===== config.mk =====
export PLATFORM = sky130hd
export DESIGN_NAME = amp_spi_sequencer
export DESIGN_NICKNAME = d
export VERILOG_FILES = /design/src/rtl/amp_spi_sequencer.sv
export SDC_FILE = /design/constraint.sdc
export NUM_CORES = 1
export LEC_CHECK = 0
export ABC_AREA = 1
export CORE_UTILIZATION = 51
export DETAILED_ROUTE_END_ITERATION = 7
export HOLD_SLACK_MARGIN = 0.1
export PLACE_DENSITY = 0.8
export SKIP_CTS_REPAIR_TIMING = 1
export SYNTH_ARGS = -nofsm -noshare
export SYNTH_HDL_FRONTEND = slang
export SYNTH_SLANG_ARGS = --single-unit

===== constraint.sdc =====
create_clock -name wb_clk_i -period 2.6 [get_ports wb_clk_i]
set_clock_uncertainty 0.2 [all_clocks]
set_input_delay 0.78 -clock wb_clk_i [delete_from_list [all_inputs] [get_ports wb_clk_i]]
set_output_delay 0.78 -clock wb_clk_i [all_outputs]
set_load 0.03 [all_outputs]

===== src/rtl/amp_spi_sequencer.sv =====
// Autonomous mode-3 SPI master for the eight amplifier/VGA control buses.
// It broadcasts one word to the selected channels/chips and captures readback from the lowest selected channel.
module amp_spi_sequencer #(
  parameter int CLK_DIV   = 4,
  parameter int WORD_BITS = 16
) (
  input  logic                 wb_clk_i,
  input  logic                 wb_rst_i,
  input  logic                 start,
  input  logic [7:0]           chan_mask,
  input  logic [2:0]           chip_sel,
  input  logic [WORD_BITS-1:0] tx_data,
  output logic                 busy,
  output logic                 done,
  output logic                 err,
  output logic [WORD_BITS-1:0] rx_data,
  output logic [7:0]           spi_sclk,
  output logic [7:0]           spi_mosi,
  input  logic [7:0]           spi_miso,
  output logic [23:0]          spi_csn
);

  localparam int CW = $clog2(CLK_DIV + 1);
  localparam int BW = $clog2(WORD_BITS + 1);
  localparam logic [CW-1:0] CNT_LOAD  = CW'(CLK_DIV - 1);
  localparam logic [BW-1:0] BITS_LOAD = BW'(WORD_BITS);

  typedef enum logic [2:0] {IDLE, SETUP, LOW, HIGH, HOLD, GAP} state_t;

  state_t               state;
  logic [CW-1:0]        cnt;
  logic [BW-1:0]        bits_left;
  logic [7:0]           ch_mask;
  logic [WORD_BITS-1:0] tx_shift;
  logic [WORD_BITS-1:0] rx_shift;
  logic [23:0]          csn_sel;
  logic [2:0]           miso_idx;
  logic                 phase_end;

  assign phase_end = (cnt == '0);

  // Chip selects driven low for a new request: chip k of channel n only when both are selected.
  always_comb begin
    csn_sel = '1;
    for (int n = 0; n < 8; n++)
      for (int k = 0; k < 3; k++)
        csn_sel[3*n+k] = ~(chan_mask[n] & chip_sel[k]);
  end

  always_comb begin
    miso_idx = 3'd0;
    for (int i = 7; i >= 0; i--)
      if (ch_mask[i]) miso_idx = 3'(i);
  end

  always_ff @(posedge wb_clk_i) begin
    if (wb_rst_i) begin
      state     <= IDLE;
      cnt       <= '0;
      bits_left <= '0;
      ch_mask   <= '0;
      tx_shift  <= '0;
      rx_shift  <= '0;
      busy      <= 1'b0;
      done      <= 1'b0;
      err       <= 1'b0;
      rx_data   <= '0;
      spi_sclk  <= 8'hFF;
      spi_mosi  <= 8'hFF;
      spi_csn   <= '1;
    end else begin
      done <= 1'b0;
      err  <= 1'b0;
      if (state != IDLE)
        cnt <= phase_end ? CNT_LOAD : cnt - 1'b1;
      case (state)
        IDLE: begin
          if (start) begin
            if (chan_mask != 8'h00 && chip_sel != 3'b000) begin
              state     <= SETUP;
              busy      <= 1'b1;
              cnt       <= CNT_LOAD;
              bits_left <= BITS_LOAD;
              ch_mask   <= chan_mask;
              tx_shift  <= tx_data;
              spi_csn   <= csn_sel;
              spi_mosi  <= ~chan_mask | {8{tx_data[WORD_BITS-1]}};
            end else begin
              done <= 1'b1;
              err  <= 1'b1;
            end
          end
        end
        SETUP, HIGH: begin
          if (phase_end) begin
            if (state == HIGH && bits_left == '0) begin
              state <= HOLD;
            end else begin
              // Falling edge: present the next bit only on selected channels.
              state    <= LOW;
              spi_sclk <= ~ch_mask;
              spi_mosi <= ~ch_mask | {8{tx_shift[WORD_BITS-1]}};
              tx_shift <= tx_shift << 1;
            end
          end
        end
        LOW: begin
          if (phase_end) begin
            state     <= HIGH;
            spi_sclk  <= 8'hFF;
            bits_left <= bits_left - 1'b1;
            rx_shift  <= {rx_shift[WORD_BITS-2:0], spi_miso[miso_idx]};
          end
        end
        HOLD: begin
          if (phase_end) begin
            state    <= GAP;
            spi_csn  <= '1;
            spi_mosi <= 8'hFF;
          end
        end
        GAP: begin
          if (phase_end) begin
            state   <= IDLE;
            busy    <= 1'b0;
            done    <= 1'b1;
            rx_data <= rx_shift;
          end
        end
        default: state <= IDLE;
      endcase
    end
  end

endmodule


==> metrics.log, run 1 <==
[metrics] RSZ-0062 raised after global routing: false
[metrics] remaining global-route overflow: 0
[metrics] clock tree from TritonCTS: yes
[metrics] switching part of the total power: 0.4475
[metrics] clk root buf: sky130_fd_sc_hd__clkbuf_8
[metrics] endpoint with the worst hold slack: tx_shift[13]
[metrics] type of the worst setup path: reg -> out
[metrics] cell depth of the worst flop-to-flop path: 13
[metrics] predominant post-synthesis flop cell: sky130_fd_sc_hd__dfxtp_1
[metrics] Mean Syn Cell Area: 7.397 sq um
[metrics] NumNets Final: 777
[metrics] wire length per cell: 14.05 um
[metrics] post-route core utilization: 0.6861
[metrics] Setup crit start: spi_csn[1]
[metrics] failing checks: design-rule violations
[metrics] Period Utilization, post-route: 0.9347
[metrics] synthesized netlist cell count: 633
[metrics] Critical Path RT: 1620 ps
[metrics] Async SR Flop Fraction: 0
[metrics] Setup WS post-layout: 169.9 ps
[metrics] vias in the first global route: 4102
[metrics] Reg2Reg Setup Slack: 460 ps
[metrics] Detail Placement HPWL: 8543 um
[metrics] Rel. slew slack: 0.7370
[metrics] Initial Util: 0.5317
[metrics] clock sinks: 110
[metrics] net switching power: 3167 uW
[metrics] distinct cell type count of the synthesized netlist: 34
[metrics] final number of hold-violating endpoints: 0
[metrics] Chip Width: 97.82 um
[metrics] f_max: 411.5 MHz
[metrics] number of I/O pins: 97
[metrics] initial antenna violation count: 0
[metrics] Min-Delay Path Class: reg -> reg
[metrics] total of warnings raised by yosys: 0
[metrics] Tightest Pin Transition: 390.9 ps
[metrics] final non-filler cell area: 6042 sq um
[metrics] run status: finished with violations
[metrics] worst-path cell with the longest stage delay: sky130_fd_sc_hd__clkdlybuf4s50_1
[metrics] drc violations: 14
[metrics] number of cells on the worst hold path: 2
[metrics] proportion of layout cells with a drive suffix above 1: 0.09459
[metrics] max-capacitance violation count: 0
[metrics] via total after detailed routing: 4576
[metrics] count of buffers inserted at the top-level ports: 96
[metrics] combinational share of power: 0.514
[metrics] accumulated negative setup slack: 0 ps
[metrics] P_int: 3911 uW
[metrics] leakage power summed over all cells: 0.002727 uW
[metrics] Setup crit end kind: output port
[metrics] kind of cell with the highest combined delay on the critical path: buffers and inverters
[metrics] last weighted congestion value of the routability-driven placer: 0.9635
[metrics] Cell Rows: 34
[metrics] CP max stage delay: 690 ps
[metrics] worst-path fanout max: 2
[metrics] #FFs+latches synth: 110
[metrics] pin count of the biggest net entering global routing: 74
[metrics] total inserted antenna cells: 0
[metrics] wire length of the first global-routing pass: 19180 um
[metrics] GRT Resource Usage Total: 0.2489
[metrics] synthesis-to-finish area growth: 29.05%
[metrics] count of antenna-violating nets left after detailed routing: 0
[metrics] sequential fraction of the synthesis area: 0.4703
[metrics] arrival time of data at the critical path endpoint: 1450 ps
[metrics] worst slack after detailed placement: -64.75 ps
[metrics] number of enable-type register cells in the synthesized netlist: 0
[metrics] clock-pin slew of the registers on the worst-case setup and hold paths: 110 ps
[metrics] power per cell area: 1171 nW/um^2
[metrics] register share of total power: 0.349
[metrics] floorplan die area: 9568 sq um
[metrics] worst supply voltage drop on vdd: 0.5342 mV
[metrics] net count of the mapped netlist: 675
[metrics] Mapped Area: 4682 sq um
[metrics] min Tclk post-route: 2430 ps
[metrics] Worst Setup Start Kind: flop
[metrics] Die Span Y: 97.82 um
[metrics] core area: 8806 sq um
[metrics] Filler Cell Count: 730
[metrics] Clk pwr share: 0.137
[metrics] reg-to-reg endpoint: spi_mosi[5]
[metrics] depth of the CTS H-tree: 3
[metrics] HP Start: tx_shift[13]
[metrics] buffers plus inverters on the worst setup path: 1
[metrics] initial drt markers: 313
[metrics] Slew Limit Fails: 0
[metrics] critical-path cell list: clkdlybuf4s50_1
[metrics] Crit Reg-Reg Startpoint: cnt[0]
[metrics] most used cells in the layout excluding fill and tap cells: sky130_fd_sc_hd__o21ai_0 (110), sky130_fd_sc_hd__dfxtp_1 (110), sky130_fd_sc_hd__clkdlybuf4s50_1 (96), sky130_fd_sc_hd__nand2_1 (91), sky130_fd_sc_hd__nor2_1 (82)
[metrics] Longest Clk Path Bufs: 2
[metrics] number of detailed-route iterations in the first pass: 8
[metrics] post-detailed-placement cell area: 5863 sq um
[metrics] TritonCTS Buffers: 9
[metrics] Final Routed Wirelength: 11910 um
[metrics] via count normalized by instance count: 5.396
[metrics] final setup vio count: 0
[metrics] Clock Latency Late Sink: 370 ps
==> state kept, by name, indices dropped and copies added, names as in the netlist <==
name and count:
state 3, ch_mask 8, done 1, bits_left 5, rx_data 16, busy 1
spi_sclk 8, spi_csn 24, err 1, rx_shift 16, spi_mosi 8, tx_shift 16
cnt 3
==> area by class of cell <==
class / count / area [sq um] / area share
inverters: 74 / 277.8 / 0.04597
clock buffers: 10 / 127.6 / 0.02112
flip-flops and latches: 110 / 2202 / 0.3645
clock inverters: 6 / 51.30 / 0.008490
repair buffers: 120 / 1191 / 0.1971
well taps: 108 / 135.1 / 0.02236
multi-input cells: 420 / 2057 / 0.3404
==> power groups by stage <==
| stage | registers [uW] | clock network, uW | logic, uW |
|---|---|---|---|
| after floorplan | 2910 | 0 | 1980 |
| after global placement | 2490 | 0 | 3460 |
| after detailed placement | 2500 | 0 | 3590 |
| after CTS | 2470 | 982 | 3610 |
| after global routing | 2530 | 1050 | 4000 |
| final | 2470 | 968 | 3640 |
==> cell usage after synthesis, drive strengths merged (2+ instances only) <==
cell | number | share of area
a21oi | 45 | 0.048
buf | 15 | 0.020
clkbuf | 14 | 0.011
dfxtp | 110 | 0.47
ha | 4 | 0.011
inv | 74 | 0.059
nand2 | 95 | 0.079
nand3 | 44 | 0.049
nand4 | 2 | 0.0027
nor2 | 89 | 0.080
nor3 | 3 | 0.0032
o211ai | 5 | 0.0080
o21a | 2 | 0.0032
o21ai | 117 | 0.13
o21bai | 2 | 0.0032
o32ai | 4 | 0.0075
xor2 | 2 | 0.0037
==> cells by family after synthesis <==
family	Yosys count	share of synthesized area
buffers and inverters	103	0.09032
xor gates and xnor gates	2	0.003742
DFF	110	0.4703
AOI/OAI and AO/OA	178	0.2055
adders and majority gates	4	0.01069
and+or+nand+nor	236	0.2194
==> through the flow <==
step | std cells | total power, uW | hold slack [ps]
4_1_cts | 848 | 7063 | 256.3
5_1_grt | 848 | 7572 | 265.5
6_report | 848 | 7078 | 250.7
3_5_place_dp | 832 | 6097 | 240.3
3_3_place_gp | 832 | 5945 | 233.4
2_1_floorplan | 633 | 4889 | 224.5
==> routing by layer <==
layer | share of wire | routed length [um] | up-vias | GRT usage
met5 | 0 | 0 | - | 0
met4 | 0.019 | 225 | 0 | 0.1061
met3 | 0.059 | 704 | 18 | 0.04724
met2 | 0.48 | 5770 | 165 | 0.4075
met1 | 0.44 | 5211 | 2124 | 0.3227
li1 | - | - | 2269 | -
==> how the worst max path moves through the flow <==
stage | endpoint | slack, ps | depth (start not counted)
after global placement | done | -20 | 9
after detailed placement | spi_csn[3] | -60 | 10
final | spi_csn[1] | 170 | 1
after global routing | spi_csn[1] | 120 | 1
after floorplan | cnt[2] | 540 | 9
after CTS | spi_csn[1] | 170 | 1
Power figures use the tool's default switching activity.
==> run 2, diff against run 1 <==
--- a/config.mk
+++ b/config.mk
@@ -7,6 +7,7 @@
 export LEC_CHECK = 0
 export ABC_AREA = 1
 export CORE_UTILIZATION = 51
+export CTS_CLUSTER_DIAMETER = 120
 export DETAILED_ROUTE_END_ITERATION = 7
 export HOLD_SLACK_MARGIN = 0.1
 export PLACE_DENSITY = 0.8
==> results of run 2 <==
The final DEF is identical to that of run 1; final timing and power are the same.
==> run 3, diff against run 2 <==
--- a/config.mk
+++ b/config.mk
@@ -11,6 +11,7 @@
 export DETAILED_ROUTE_END_ITERATION = 7
 export HOLD_SLACK_MARGIN = 0.1
 export PLACE_DENSITY = 0.8
+export RECOVER_POWER = 100
 export SKIP_CTS_REPAIR_TIMING = 1
 export SYNTH_ARGS = -nofsm -noshare
 export SYNTH_HDL_FRONTEND = slang
==> run 3 against run 2 <==
The flow still finishes with violations (design-rule violations). Maximum frequency fell by 2.2%. Utilization fell by 0.55 points. Clock-buffer cell count did not move. Die area did not move. Critical endpoint is now spi_mosi[6].
==> metrics.log, run 3 (synthesized netlist as in run 1, its figures left out) <==
[metrics] most used cells in the layout excluding fill and tap cells: sky130_fd_sc_hd__o21ai_0 (111), sky130_fd_sc_hd__dfxtp_1 (110), sky130_fd_sc_hd__nand2_1 (93), sky130_fd_sc_hd__nor2_1 (83), sky130_fd_sc_hd__inv_1 (65)
[metrics] number of I/O pins: 97 (unchanged)
[metrics] f_max: 402.4 MHz (-2.2%)
[metrics] pin count of the biggest net entering global routing: 74 (unchanged)
[metrics] critical-path cell list: dlygate4sd3_1
[metrics] final non-filler cell area: 5993 sq um (-0.81%)
[metrics] worst-path cell with the longest stage delay: sky130_fd_sc_hd__dlygate4sd3_1
[metrics] Crit Reg-Reg Startpoint: cnt[0]
[metrics] Setup crit end kind: output port
[metrics] number of detailed-route iterations in the first pass: 7 (-1)
[metrics] footprint of the multi-input gates: 2019 sq um (-1.8%)
[metrics] synthesis-to-finish area growth: 28.01%
[metrics] final number of hold-violating endpoints: 0 (unchanged)
[metrics] proportion of layout cells with a drive suffix above 1: 0.07703 (-0.01757)
[metrics] Min-Delay Path Class: reg -> reg
[metrics] core area: 8806 sq um (unchanged)
[metrics] accumulated negative setup slack: 0 ps (unchanged)
[metrics] Filler Cell Count: 745 (+2.1%)
[metrics] number of cells on the worst hold path: 2 (unchanged)
[metrics] met1 routed wirelength after detailed routing: 5301 um (+1.7%)
[metrics] initial antenna violation count: 0 (unchanged)
[metrics] Clock Latency Late Sink: 370 ps (about the same)
[metrics] floorplan die area: 9568 sq um (unchanged)
[metrics] via count normalized by instance count: 5.399 (about the same)
[metrics] Max Used Layer: met4
[metrics] arrival time of data at the critical path endpoint: 1510 ps (+60 ps)
[metrics] Tightest Pin Transition: 618.8 ps (+227.9 ps)
[metrics] worst slack after detailed placement: -64.75 ps (unchanged)
[metrics] Final Routed Wirelength: 11890 um (-0.17%)
[metrics] endpoint with the worst hold slack: tx_shift[5]
[metrics] leakage power summed over all cells: 0.002694 uW (-1.2%)
[metrics] max-capacitance violation count: 0 (unchanged)
[metrics] clock sinks: 110 (unchanged)
[metrics] worst supply voltage drop on vdd: 0.5381 mV (+0.72%)
[metrics] CP max stage delay: 760 ps (+70 ps)
[metrics] run status: finished with violations
[metrics] wire length per cell: 14.02 um (-0.17%)
[metrics] Reg2Reg Setup Slack: 340 ps (-120 ps)
[metrics] clock-pin slew of the registers on the worst-case setup and hold paths: 100 ps (about the same)
[metrics] wire length on met2: 5722 um (-0.83%)
[metrics] RSZ-0062 raised after global routing: false
[metrics] failing checks: design-rule violations
[metrics] Critical Path RT: 1620 ps (about the same)
[metrics] clock tree from TritonCTS: yes
[metrics] min Tclk post-route: 2485 ps (+55.23 ps)
[metrics] Largest register FFs: 24 (unchanged)
[metrics] Die Span Y: 97.82 um (unchanged)
[metrics] vias in the first global route: 4102 (unchanged)
[metrics] HP Start: tx_shift[5]
[metrics] met3 routed WL: 590 um (-16%)
[metrics] drc violations: 14 (unchanged)
[metrics] count of buffers inserted at the top-level ports: 96 (unchanged)
[metrics] buffers plus inverters on the worst setup path: 1 (unchanged)
[metrics] kind of cell with the highest combined delay on the critical path: buffers and inverters
[metrics] reg-to-reg endpoint: busy
[metrics] Most flops, register: spi_csn
[metrics] NumNets Final: 777 (unchanged)
[metrics] Register Area: 2202 sq um (unchanged)
[metrics] cell depth of the worst flop-to-flop path: 9 (-4)
[metrics] Period Utilization, post-route: 0.9559 (+0.02124)
[metrics] Initial Util: 0.5317 (unchanged)
[metrics] final setup vio count: 0 (unchanged)
[metrics] Slew Limit Fails: 0 (unchanged)
[metrics] Detail Placement HPWL: 8543 um (unchanged)
[metrics] total inserted antenna cells: 0 (unchanged)
[metrics] last weighted congestion value of the routability-driven placer: 0.9635 (unchanged)
[metrics] Cell Rows: 34 (unchanged)
[metrics] GRT Resource Usage Total: 0.2489 (unchanged)
[metrics] Longest Clk Path Bufs: 2 (unchanged)
[metrics] via total after detailed routing: 4578 (+0.044%)
[metrics] depth of the CTS H-tree: 3 (unchanged)
[metrics] count of antenna-violating nets left after detailed routing: 0 (unchanged)
[metrics] Chip Width: 97.82 um (unchanged)
[metrics] power per cell area: 1150 nW/um^2 (-1.8%)
[metrics] initial drt markers: 302 (-3.5%)
[metrics] type of the worst setup path: reg -> out
[metrics] Worst Setup Start Kind: flop
[metrics] remaining global-route overflow: 0 (unchanged)
[metrics] wire length of the first global-routing pass: 19180 um (unchanged)
[metrics] clk root buf: sky130_fd_sc_hd__clkbuf_8
[metrics] Rel. slew slack: 0.5875 (-0.1495)
[metrics] most frequent standard cell in the layout excluding fill and tap cells: sky130_fd_sc_hd__o21ai_0
[metrics] Setup WS post-layout: 114.6 ps (-55.23 ps)
[metrics] worst-path fanout max: 2 (unchanged)
[metrics] TritonCTS Buffers: 9 (unchanged)
[metrics] post-detailed-placement cell area: 5863 sq um (unchanged)
==> run 3: stage by stage <==
stage / hold slack [ps] / total power [uW] / util / cells
floorplan: 224.5 / 4889 / - / 633
global placement: 233.4 / 5945 / 0.6658 / 832
detailed placement: 240.3 / 6097 / 0.6658 / 832
CTS: 256.3 / 7063 / 0.6861 / 848
global route: 265.5 / 7391 / 0.6806 / 848
finish: 251.3 / 6894 / 0.6806 / 848
==> run 3: cell type report <==
| cell class | instances | area share |
|---|---|---|
| inverters | 74 | 0.04635 |
| repair buffers | 120 | 0.1969 |
| flip-flops and latches | 110 | 0.3674 |
| multi-input cells | 420 | 0.3370 |
| clock inverters | 6 | 0.008559 |
| well taps | 108 | 0.02255 |
| clock buffers | 10 | 0.02129 |
==> run 3: worst max path at each step <==
stage | from | endpoint | slack, ps | cells past startpoint
floorplan | chan_mask[6] | cnt[2] | 540 | 9
global placement | chan_mask[7] | done | -20 | 9
detailed placement | chan_mask[6] | spi_csn[3] | -60 | 10
CTS | spi_csn[1] | spi_csn[1] | 170 | 1
global route | spi_mosi[6] | spi_mosi[6] | 80 | 1
finish | spi_mosi[6] | spi_mosi[6] | 110 | 1
==> run 3: power by group <==
part / internal (uW) / switching, uW
sequential: 2180 / 282
combinational: 1240 / 2220
clock: 367 / 603
total: 3780 / 3110
==> run 3: per-layer routing <==
metal / track usage / vias to the layer above
met4: 0.1061 / 0
li1: - / 2276
met1: 0.3227 / 2130
met2: 0.4075 / 146
met3: 0.04724 / 26
met5: 0 / -
